### src/rtl/mem_bus_pkg.sv
// Shared types and widths for the CPU-bus to memory-array initiator.
// Kept separate so the array-side responder can reuse the same widths.
package mem_bus_pkg;

  localparam int ADDR_W     = 12;
  localparam int DATA_W     = 16;
  localparam int BUS_ADDR_W = 16;
  localparam int PAGE_W     = 4;
  localparam int LAT_W      = 2;

  typedef enum logic [2:0] {
    IDLE,
    RD_ISSUE,
    RD_WAIT,
    WR,
    WR_LOAD,
    HOLD
  } mem_ctrl_state_t;

  typedef logic [1:0] burst_len_t;

  // Word addresses wrap inside the page, never carrying into the page bits.
  function automatic logic [ADDR_W-1:0] nextAddr(input logic [ADDR_W-1:0] a);
    return a + ADDR_W'(1);
  endfunction

endpackage

### src/rtl/mem_bus_ctrl.sv
// Bus slave that turns single/burst CPU requests into array rdEn/wrEn cycles.
// Every output is a flop; the comb process computes next values for all of them.
//
// state    | meaning
// ---------+-----------------------------------------------------------
// IDLE     | waiting for a request addressed to PAGE
// RD_ISSUE | ArrRdEn high for one cycle, latency counter loaded next
// RD_WAIT  | counting down array latency, capture DataOut at terminal
// WR       | ArrWrEn high for one cycle, beat reported on BusValid
// WR_LOAD  | sample next BusWrData into ArrDataIn
// HOLD     | burst finished, wait for BusReq to drop
module mem_bus_ctrl
  import mem_bus_pkg::*;
#(
  parameter logic [PAGE_W-1:0] PAGE   = 4'h0,
  parameter int                RD_LAT = 1
) (
  input  logic                  clk,
  input  logic                  resetH,
  input  logic                  BusReq,
  input  logic                  BusRW,
  input  logic [BUS_ADDR_W-1:0] BusAddr,
  input  logic [1:0]            BusLen,
  input  logic [DATA_W-1:0]     BusWrData,
  output logic [DATA_W-1:0]     BusRdData,
  output logic                  BusValid,
  output logic                  BusDone,
  output logic [ADDR_W-1:0]     ArrAddr,
  output logic [DATA_W-1:0]     ArrDataIn,
  input  logic [DATA_W-1:0]     ArrDataOut,
  output logic                  ArrRdEn,
  output logic                  ArrWrEn
);

  mem_ctrl_state_t state, stateNxt;

  logic [LAT_W-1:0]  latCnt, latCntNxt;
  burst_len_t        beatsLeft, beatsLeftNxt;
  logic [ADDR_W-1:0] addrNxt;
  logic [DATA_W-1:0] rdDataNxt, dataInNxt;
  logic              rdEnNxt, wrEnNxt, validNxt, doneNxt;
  logic              pageHit;

  assign pageHit = (BusAddr[BUS_ADDR_W-1:ADDR_W] == PAGE);

  always_comb begin
    stateNxt     = state;
    latCntNxt    = latCnt;
    beatsLeftNxt = beatsLeft;
    addrNxt      = ArrAddr;
    rdDataNxt    = BusRdData;
    dataInNxt    = ArrDataIn;
    rdEnNxt      = 1'b0;
    wrEnNxt      = 1'b0;
    validNxt     = 1'b0;
    doneNxt      = 1'b0;

    unique case (state)
      IDLE: begin
        if (BusReq && pageHit) begin
          addrNxt      = BusAddr[ADDR_W-1:0];
          beatsLeftNxt = BusLen;
          if (BusRW) begin
            rdEnNxt  = 1'b1;
            stateNxt = RD_ISSUE;
          end else begin
            dataInNxt = BusWrData;
            wrEnNxt   = 1'b1;
            validNxt  = 1'b1;
            doneNxt   = (BusLen == 2'd0);
            stateNxt  = WR;
          end
        end
      end

      RD_ISSUE: begin
        latCntNxt = LAT_W'(RD_LAT);
        stateNxt  = RD_WAIT;
      end

      RD_WAIT: begin
        latCntNxt = latCnt - LAT_W'(1);
        // Terminal count: this edge takes the counter to zero.
        if (latCnt == LAT_W'(1)) begin
          rdDataNxt = ArrDataOut;
          validNxt  = 1'b1;
          if (beatsLeft == 2'd0) begin
            doneNxt  = 1'b1;
            stateNxt = HOLD;
          end else begin
            beatsLeftNxt = beatsLeft - 2'd1;
            addrNxt      = nextAddr(ArrAddr);
            rdEnNxt      = 1'b1;
            stateNxt     = RD_ISSUE;
          end
        end
      end

      WR: begin
        if (beatsLeft == 2'd0) begin
          stateNxt = HOLD;
        end else begin
          beatsLeftNxt = beatsLeft - 2'd1;
          addrNxt      = nextAddr(ArrAddr);
          stateNxt     = WR_LOAD;
        end
      end

      WR_LOAD: begin
        dataInNxt = BusWrData;
        wrEnNxt   = 1'b1;
        validNxt  = 1'b1;
        doneNxt   = (beatsLeft == 2'd0);
        stateNxt  = WR;
      end

      HOLD: begin
        if (!BusReq) stateNxt = IDLE;
      end

      default: stateNxt = IDLE;
    endcase
  end

  always_ff @(posedge clk) begin
    if (resetH) begin
      state     <= IDLE;
      latCnt    <= '0;
      beatsLeft <= '0;
      ArrAddr   <= '0;
      ArrDataIn <= '0;
      BusRdData <= '0;
      ArrRdEn   <= 1'b0;
      ArrWrEn   <= 1'b0;
      BusValid  <= 1'b0;
      BusDone   <= 1'b0;
    end else begin
      state     <= stateNxt;
      latCnt    <= latCntNxt;
      beatsLeft <= beatsLeftNxt;
      ArrAddr   <= addrNxt;
      ArrDataIn <= dataInNxt;
      BusRdData <= rdDataNxt;
      ArrRdEn   <= rdEnNxt;
      ArrWrEn   <= wrEnNxt;
      BusValid  <= validNxt;
      BusDone   <= doneNxt;
    end
  end

endmodule

### config.mk
export PLATFORM = sky130hd
export DESIGN_NAME = mem_bus_ctrl
export DESIGN_NICKNAME = d
export VERILOG_FILES = /design/src/rtl/mem_bus_pkg.sv /design/src/rtl/mem_bus_ctrl.sv
export SDC_FILE = /design/constraint.sdc
export NUM_CORES = 1
export LEC_CHECK = 0
export CAP_MARGIN = 40
export CORE_ASPECT_RATIO = 1.1
export CORE_MARGIN = 4
export CORE_UTILIZATION = 48
export CTS_BUF_LIST = sky130_fd_sc_hd__clkbuf_4 sky130_fd_sc_hd__clkbuf_8
export DETAILED_ROUTE_END_ITERATION = 7
export HOLD_SLACK_MARGIN = 0.08
export PLACE_DENSITY_LB_ADDON = 0.3
export RECOVER_POWER = 25
export SLEW_MARGIN = 15
export SYNTH_ARGS = -nofsm -noshare
export SYNTH_HDL_FRONTEND = slang
export SYNTH_SLANG_ARGS = --single-unit
### constraint.sdc
create_clock -name clk -period 4.7 [get_ports clk]
set_clock_uncertainty 0.15 [all_clocks]
set_input_delay 0.94 -clock clk [delete_from_list [all_inputs] [get_ports clk]]
set_output_delay 0.94 -clock clk [all_outputs]
set_load 0.02 [all_outputs]
==> flow_metrics.env, run 1 <==
export IMPL_final_common_cell="clkdlybuf4s50_1"
export IMPL_via_per_inst=5.56
export IMPL_die_area_mm2=0.00640
export IMPL_setup_slack_ps=1440
export IMPL_fin_crit_ps=3260
export IMPL_firstDrtPassIters=4
export IMPL_worstHoldStart="BusRdData[7]$_SDFFE_PP0P_"
export IMPL_postCtsHoldBufs=0
export IMPL_crit_start="resetH"
export IMPL_synthCells=297
export IMPL_drive_above_1_share_pct=5.14
export IMPL_worstPathCellList="dlygate4sd3_1 > clkbuf_1 > o32ai_1"
export IMPL_cts_root_buf="clkbuf_8"
export IMPL_clkTransAtPathRegs_ps=90
export IMPL_min_to="BusRdData[7]$_SDFFE_PP0P_"
export IMPL_cts_resized=0
export IMPL_hold_path_class="reg2reg"
export IMPL_worst_setup_path_end_kind="flop"
export IMPL_start_util_pct=49.8
export IMPL_grt_pass1_wl_mm=11.1
export IMPL_diodes=0
export IMPL_synth_warnings=0
export IMPL_max_cap_viol_count=1
export IMPL_finalSetupTns_ps=0
export IMPL_power_frac_clock_pct=32.7
export IMPL_clock_latency_ps=300
export IMPL_synth_top_area_share_pct=44.2
export IMPL_slowest_stage="clkbuf_1"
export IMPL_r2r_cells=5
export IMPL_relSlewSlack_pct=-36.0
export IMPL_synth_area_mm2=0.00249
export IMPL_swShare_pct=23.2
export IMPL_setup_viol=0
export IMPL_vdd_drop_max_uv=182
export IMPL_drc=0
export IMPL_power_frac_comb_pct=12.4
export IMPL_max_stage_delay_ps=1450
export IMPL_fillers=405
export IMPL_cts_inserted_buffers=5
export IMPL_cts_num_sinks=55
export IMPL_cp_max_fo=47
export IMPL_hold_depth=2
export IMPL_synth_area_leader_cell="dfxtp_1"
export IMPL_fmax_ghz=0.307
export IMPL_wl_per_cell_um=14.8
export IMPL_final_util_pct=72.4
export IMPL_violations="max-capacitance violations, max-slew violations"
export IMPL_drt_iter0_drc=197
export IMPL_cp_data_required_time_ps=4660
export IMPL_rsz0062_at_grt="false"
export IMPL_hpwl_mm=4.88
export IMPL_gp_congestion=0.904
export IMPL_tightest_slew_ps=2040
export IMPL_hold_violations=0
export IMPL_grtUsageTotal_pct=20.7
export IMPL_cp_start_kind="input pin"
export IMPL_yosysSeqAreaShare_pct=44.2
export IMPL_num_rows=27
export IMPL_core_area_mm2=0.00500
export IMPL_avgSynthCellArea_um2=8.38
export IMPL_final_cell_mix="clkdlybuf4s50_1, dfxtp_1, nand2_1, a21oi_1, nor2_1"
export IMPL_first_global_vias=2390
export IMPL_dp_slack_ps=1490
export IMPL_p_seq_share_pct=54.9
export IMPL_die_w_um=76.7
export IMPL_ios=102
export IMPL_intPower_uw=668
export IMPL_num_vias=2487
export IMPL_synth_cell_types=49
export IMPL_tritoncts="done"
export IMPL_reg2reg_from="latCnt[0]$_SDFFE_PP0P_"
export IMPL_yosys_most_used_dff="dfxtp_1"
export IMPL_ant_nets=0
export IMPL_grt_overflow_total=0
export IMPL_synth_edf_count=0
export IMPL_nNetsFinal=445
export IMPL_synth_area_top_cells="dfxtp_1, nand2_1, mux2i_1, a21oi_1, nor2_1"
export IMPL_grt_max_degree=48
export IMPL_finalWirelength_mm=6.63
export IMPL_antenna_found_initial=0
export IMPL_crit_arrival_ps=3220
export IMPL_status="finished, violations left"
export IMPL_finalCritPeriodShare_pct=69.4
export IMPL_p_leak_uw=0.00141
export IMPL_critPathKind="in2reg"
export IMPL_drv_slew=48
export IMPL_power_density_mw_per_mm2=240
export IMPL_switchingPower_uw=202
export IMPL_syn2layout_area_growth_pct=45.4
export IMPL_h_tree_depth=2
export IMPL_power_uw=870
export IMPL_synthesis_nets=354
export IMPL_synth_seq_cells=55
export IMPL_regToRegEndpoint="ArrAddr[3]$_SDFFE_PP0P_"
export IMPL_ff2ff_setup_slack_ps=2390
export IMPL_cts_setup_buffers=0
export IMPL_synth_async_reset_ratio_pct=0
export IMPL_clk_path_buf_depth=2
export IMPL_place_port_buffers=101
export IMPL_die_h_um=83.5
[worst max path at each step]
stage          slack (ps)  cells past startpoint                       end
2_1_floorplan        2100                      5  ArrAddr[11]$_SDFFE_PP0P_
3_5_place_dp         1490                      5   ArrAddr[3]$_SDFFE_PP0P_
6_report             1440                      3   ArrAddr[3]$_SDFFE_PP0P_
4_1_cts              1810                      5   ArrAddr[3]$_SDFFE_PP0P_
3_3_place_gp         1580                      5   ArrAddr[6]$_SDFFE_PP0P_
5_1_grt              1180                      3   ArrAddr[4]$_SDFFE_PP0P_
[routing by layer]
layer	vias to the layer above	GRT usage, %	part of all wire [%]
li1	1237	-	-
met1	1134	24.9	41
met2	107	34.2	48
met3	9	7.56	9.4
met4	0	6.43	1.5
met5	-	0	0
[layout make-up]
type                       instances  area, µm²  area share [%]
clock buffer                       7       96.3            2.66
clock inverter                     1       7.51           0.207
inverter                          15       56.3            1.55
multi-input combinational        205       1230            33.9
sequential                        55       1100            30.4
tap                               58       72.6            2.00
timing repair buffer             106       1060            29.3
[critical path: cells and delay by family]
family          cells  cell delay (ps)
compound gates      1              270
buf+inv             2             1990
[synthesized netlist by cell type (all sizes together) (2+ instances only)]
| cell | number |
|---|---|
| dfxtp | 55 |
| nand2 | 49 |
| a21oi | 31 |
| nor2 | 24 |
| mux2i | 17 |
| inv | 15 |
| clkbuf | 13 |
| buf | 9 |
| o21ai | 9 |
| nor3 | 7 |
| a22oi | 6 |
| nand3 | 6 |
| nand4 | 5 |
| o32ai | 5 |
| and3 | 4 |
| o31a | 4 |
| a221oi | 3 |
| ha | 3 |
| nor4 | 3 |
| o221ai | 3 |
| o22ai | 3 |
| a32oi | 2 |
| nor2b | 2 |
| o211ai | 2 |
| or4 | 2 |
[cells by family after synthesis]
| group | synth area share, % |
|---|---|
| AND/OR/NAND/NOR | 20.6 |
| buffers and inverters | 6.33 |
| multiplexers | 6.83 |
| flip-flops | 44.2 |
| AO/OA/AOI/OAI | 20.6 |
| adder cells (fa/ha/maj) | 1.51 |
[stage by stage]
stage          cells  cell area (µm²)  hold WS (ps)
5_1_grt          447             3620           334
3_3_place_gp     436             3490           291
3_5_place_dp     439             3520           296
2_1_floorplan    297             2490           294
6_report         447             3620           308
4_1_cts          447             3630           309
[flip-flops by register name, indices dropped and copies added, names as in the netlist]
register and cells:
ArrAddr 12, ArrDataIn 16, ArrRdEn 1, ArrWrEn 1, BusDone 1, BusRdData 16, BusValid 1, beatsLeft 2
latCnt 2, state 3
[power by group through the flow]
stage	combinational (µW)	clock [µW]	sequential [µW]
2_1_floorplan	43.6	0	491
3_3_place_gp	106	0	488
3_5_place_dp	108	0	489
4_1_cts	109	291	478
5_1_grt	117	308	479
6_report	108	284	478
Power figures use the tool's default switching activity.
==> run 2: changes to the inputs <==
Settings changed: CORE_UTILIZATION 48 to 44.
Clock period 4.7 ns to 3 ns, I/O delays scaled along.
==> run 2 against run 1 <==
Effect of this change:
- the run now ends clean
- worst hold slack worse by 1.3 ps
- critical path depth up 2
- first-iteration DRC count down 23%
- critical endpoint is now ArrAddr[9]$_SDFFE_PP0P_
==> flow_metrics.env, run 2 (synthesized netlist as in run 1, its figures left out) <==
export IMPL_final_cell_mix="clkdlybuf4s50_1, dfxtp_1, nand2_1, a21oi_1, nor2_1"
export IMPL_status="completed"
export IMPL_via_per_inst=5.34
export IMPL_cts_num_sinks=55
export IMPL_drc=0
export IMPL_vdd_drop_max_uv=296
export IMPL_drive_above_1_share_pct=6.14
export IMPL_clk_path_buf_depth=2
export IMPL_multi_input_area_mm2=0.00123
export IMPL_fmax_ghz=0.383
export IMPL_cp_start_kind="input pin"
export IMPL_hold_violations=0
export IMPL_ant_nets=0
export IMPL_max_cap_viol_count=0
export IMPL_cts_setup_buffers=0
export IMPL_worstPathCellList="dlygate4sd3_1 > or4b_1 > or4_4 > nand2_1 > o221ai_1"
export IMPL_grt_pass1_wl_mm=11.0
export IMPL_diodes=0
export IMPL_max_stage_delay_ps=560
export IMPL_first_global_vias=2374
export IMPL_hold_path_class="reg2reg"
export IMPL_cp_max_fo=8
export IMPL_clock_latency_ps=310
export IMPL_core_area_mm2=0.00543
export IMPL_syn2layout_area_growth_pct=46.6
export IMPL_cp_data_required_time_ps=3030
export IMPL_tritoncts="done"
export IMPL_ios=102
export IMPL_start_util_pct=45.9
export IMPL_fin_crit_ps=2610
export IMPL_h_tree_depth=2
export IMPL_final_common_cell="clkdlybuf4s50_1"
export IMPL_num_vias=2489
export IMPL_cts_resized=0
export IMPL_firstDrtPassIters=4
export IMPL_setup_viol=0
export IMPL_place_port_buffers=101
export IMPL_finalCritPeriodShare_pct=87.1
export IMPL_die_area_mm2=0.00693
export IMPL_grt_max_degree=48
export IMPL_finalWirelength_mm=6.76
export IMPL_worst_setup_path_end_kind="flop"
export IMPL_slowest_stage="or4b_1"
export IMPL_fillers=437
export IMPL_critPathKind="in2reg"
export IMPL_power_density_mw_per_mm2=387
export IMPL_rsz0062_at_grt="false"
export IMPL_num_rows=28
export IMPL_drv_slew=0
export IMPL_relSlewSlack_pct=51.5
export IMPL_cts_inserted_buffers=5
export IMPL_die_h_um=86.9
export IMPL_postCtsHoldBufs=0
export IMPL_grt_overflow_total=0
export IMPL_crit_arrival_ps=2640
export IMPL_cts_root_buf="clkbuf_8"
export IMPL_tightest_slew_ps=726
export IMPL_seq_area_mm2=0.00110
export IMPL_antenna_found_initial=0
export IMPL_drt_iter0_drc=152
export IMPL_holdWs_ps=307
export IMPL_reg_largest_list="ArrDataIn x16, BusRdData x16, ArrAddr x12"
export IMPL_grtUsageTotal_pct=19.6
export IMPL_die_w_um=79.7
export IMPL_nNetsFinal=447
export IMPL_wl_per_cell_um=14.5
export IMPL_clkTransAtPathRegs_ps=100
export IMPL_hpwl_mm=4.89
export IMPL_p_leak_uw=0.00148
export IMPL_gp_congestion=0.860
export IMPL_finalSetupTns_ps=0
run 2: final cells by class:
class / count / share of cell area [%]
Tap cell: 75 / 2.57
Multi-Input combinational cell: 205 / 33.6
Clock inverter: 3 / 1.20
Inverter: 15 / 1.54
Sequential cell: 55 / 30.2
Timing Repair Buffer: 108 / 29.0
Clock buffer: 5 / 1.89
run 2: power by group:
group / switching [µW] / total [µW] / leakage, µW / internal [µW]
Clock: 246 / 495 / 0.0000581 / 249
Combinational: 71.5 / 168 / 0.000976 / 96.3
Sequential: 9.63 / 749 / 0.000444 / 739
Total: 327 / 1410 / 0.00148 / 1080
run 2: routing by layer:
metal	part of all wire (%)	GRT usage [%]
met4	0.89	5.47
met2	46	32.9
met1	43	23.7
met3	10	6.94
met5	0	0
run 2: path summary, 6_finish.rpt:
path | start | to | slack (ps) | depth (start not counted)
worst max-delay path | BusReq | ArrAddr[9]$_SDFFE_PP0P_ | 390 | 5
worst min-delay path | BusRdData[11]$_SDFFE_PP0P_ | BusRdData[11]$_SDFFE_PP0P_ | 310 | 2
worst max register to register | latCnt[0]$_SDFFE_PP0P_ | ArrAddr[9]$_SDFFE_PP0P_ | 730 | 5
worst min register to register | BusRdData[11]$_SDFFE_PP0P_ | BusRdData[11]$_SDFFE_PP0P_ | 310 | 2
run 2: critical path, delay by kind of cell:
kind | cells | cell delay [ps]
compound gates | 1 | 150
buf+inv | 1 | 540
simple gates | 3 | 1340
run 2: stage by stage:
stage	power [µW]	utilization [%]	instances	cell area [µm²]	worst slack [ps]
final	1410	67.2	466	3650	388
after detailed placement	934	65.2	458	3540	192
after CTS	1430	67.3	466	3650	525
after floorplan	837	-	297	2490	741
after global routing	1470	67.2	466	3650	325
after global placement	932	65.2	458	3540	247
==> run 3: changes to the inputs <==
Settings changed: CORE_UTILIZATION 44 to 30, GPL_ROUTABILITY_DRIVEN set to 0.
==> run 3 against run 2 <==
Effect of this change:
- critical path depth stayed put
- sequential power hardly changed
- fmax is 1.7% lower
- routed wire length is 4.4% higher
- design area is 1.7% higher
- core utilization is 21 points lower
- power is 7.3% higher
- clock power is 20% higher
- register-to-register slack worse by 120 ps
- via count is 0.88% lower
- largest cell class unchanged
- highest routed layer unchanged
==> flow_metrics.env, run 3 (synthesized netlist as in run 1, its figures left out) <==
export IMPL_cp_max_fo=8
export IMPL_vdd_drop_max_uv=181
export IMPL_worstPathCellList="dlygate4sd3_1 > or4b_1 > or4_4 > nand2_1 > o221ai_1"
export IMPL_die_area_mm2=0.00982
export IMPL_finalWirelength_mm=7.06
export IMPL_drc=0
export IMPL_p_seq_share_pct=49.5
export IMPL_hpwl_mm=5.06
export IMPL_reg_largest_list="ArrDataIn x16, BusRdData x16, ArrAddr x12"
export IMPL_die_w_um=94.9
export IMPL_worst_setup_path_end_kind="flop"
export IMPL_final_util_pct=46.4
export IMPL_slowest_stage="or4b_1"
export IMPL_cts_setup_buffers=0
export IMPL_die_h_um=104
export IMPL_cts_resized=0
export IMPL_fin_crit_ps=2660
export IMPL_num_vias=2467
export IMPL_core_area_mm2=0.00800
export IMPL_grt_busiest_layer="met2"
export IMPL_critPathKind="in2reg"
export IMPL_crit_arrival_ps=2690
export IMPL_final_cell_mix="clkdlybuf4s50_1, dfxtp_1, nand2_1, a21oi_1, nor2_1"
export IMPL_wl_per_cell_um=14.2
export IMPL_finalCritPeriodShare_pct=88.6
export IMPL_status="completed"
export IMPL_antenna_found_initial=0
export IMPL_grt_pass1_wl_mm=11.5
export IMPL_final_cells=498
export IMPL_clk_path_buf_depth=2
export IMPL_via_per_inst=4.95
export IMPL_p_leak_uw=0.00148
export IMPL_clock_latency_ps=310
export IMPL_clkTransAtPathRegs_ps=110
export IMPL_final_common_cell="clkdlybuf4s50_1"
export IMPL_hold_violations=0
export IMPL_grt_use_met3_pct=6.16
export IMPL_power_density_mw_per_mm2=408
export IMPL_grtUsageTotal_pct=14.4
export IMPL_rsz0062_at_grt="false"
export IMPL_drt_iter0_drc=116
export IMPL_finalSetupTns_ps=0
export IMPL_cp_data_required_time_ps=3030
export IMPL_cp_start_kind="input pin"
export IMPL_tritoncts="done"
export IMPL_drv_slew=0
export IMPL_fmax_ghz=0.376
export IMPL_diodes=0
export IMPL_tightest_slew_ps=851
export IMPL_grt_max_degree=48
export IMPL_drive_above_1_share_pct=5.90
export IMPL_firstDrtPassIters=4
export IMPL_start_util_pct=31.1
export IMPL_placedCellCount=490
export IMPL_grt_overflow_total=0
export IMPL_max_cap_viol_count=0
export IMPL_cts_num_sinks=55
export IMPL_use_met1_pct=18.0
export IMPL_cts_inserted_buffers=5
export IMPL_h_tree_depth=2
export IMPL_switchingPower_uw=339
export IMPL_ios=102
export IMPL_relSlewSlack_pct=43.1
export IMPL_power_uw=1510
export IMPL_cts_root_buf="clkbuf_8"
export IMPL_swShare_pct=22.4
export IMPL_ant_nets=0
export IMPL_nNetsFinal=446
export IMPL_postCtsHoldBufs=0
export IMPL_gr_usage_met2_pct=22.1
export IMPL_setup_viol=0
export IMPL_intPower_uw=1170
export IMPL_first_global_vias=2476
export IMPL_place_port_buffers=101
export IMPL_power_frac_comb_pct=11.1
export IMPL_syn2layout_area_growth_pct=49.0
export IMPL_num_rows=34
export IMPL_hold_path_class="reg2reg"
export IMPL_power_frac_clock_pct=39.4
export IMPL_max_stage_delay_ps=620
## run 3: final cells by class
cell class,instances,area (µm²)
repair buffers,107,1050
inverters,15,56.3
well taps,108,135
clock buffers,5,68.8
fillers,793,4290
flip-flops and latches,55,1100
multi-input cells,205,1230
clock inverters,3,71.3
## run 3: power by group through the flow
stage          clock network (µW)  registers (µW)  logic, µW
3_3_place_gp                    0             765        169
2_1_floorplan                   0             769       68.4
3_5_place_dp                    0             766        170
5_1_grt                       645             751        183
4_1_cts                       616             749        171
6_report                      596             749        169
## run 3: final timing paths
| kind | depth (start not counted) | end | start | slack, ps |
|---|---|---|---|---|
| max | 5 | ArrAddr[9]$_SDFFE_PP0P_ | BusAddr[15] | 340 |
| min | 2 | BusRdData[10]$_SDFFE_PP0P_ | BusRdData[10]$_SDFFE_PP0P_ | 310 |
| max reg2reg | 5 | ArrAddr[9]$_SDFFE_PP0P_ | latCnt[0]$_SDFFE_PP0P_ | 610 |
| min reg2reg | 2 | BusRdData[10]$_SDFFE_PP0P_ | BusRdData[10]$_SDFFE_PP0P_ | 310 |
## run 3: layer usage
layer	share of wire, %	vias up
met3	12	4
met4	0.54	0
met5	0	-
met2	44	109
li1	-	1237
met1	44	1117
## run 3: stage by stage
step | instance area [µm²] | worst slack, ps | hold WS (ps)
final | 3710 | 343 | 306
after global routing | 3710 | 229 | 324
after CTS | 3710 | 549 | 311
after detailed placement | 3570 | 213 | 295
after global placement | 3570 | 240 | 291
after floorplan | 2490 | 741 | 294
## run 3: critical path, delay by kind of cell
kind                   cells  cell delay (ps)
buffers and inverters      1              530
and+or+nand+nor            3             1410
AOI/OAI and AO/OA          1              150
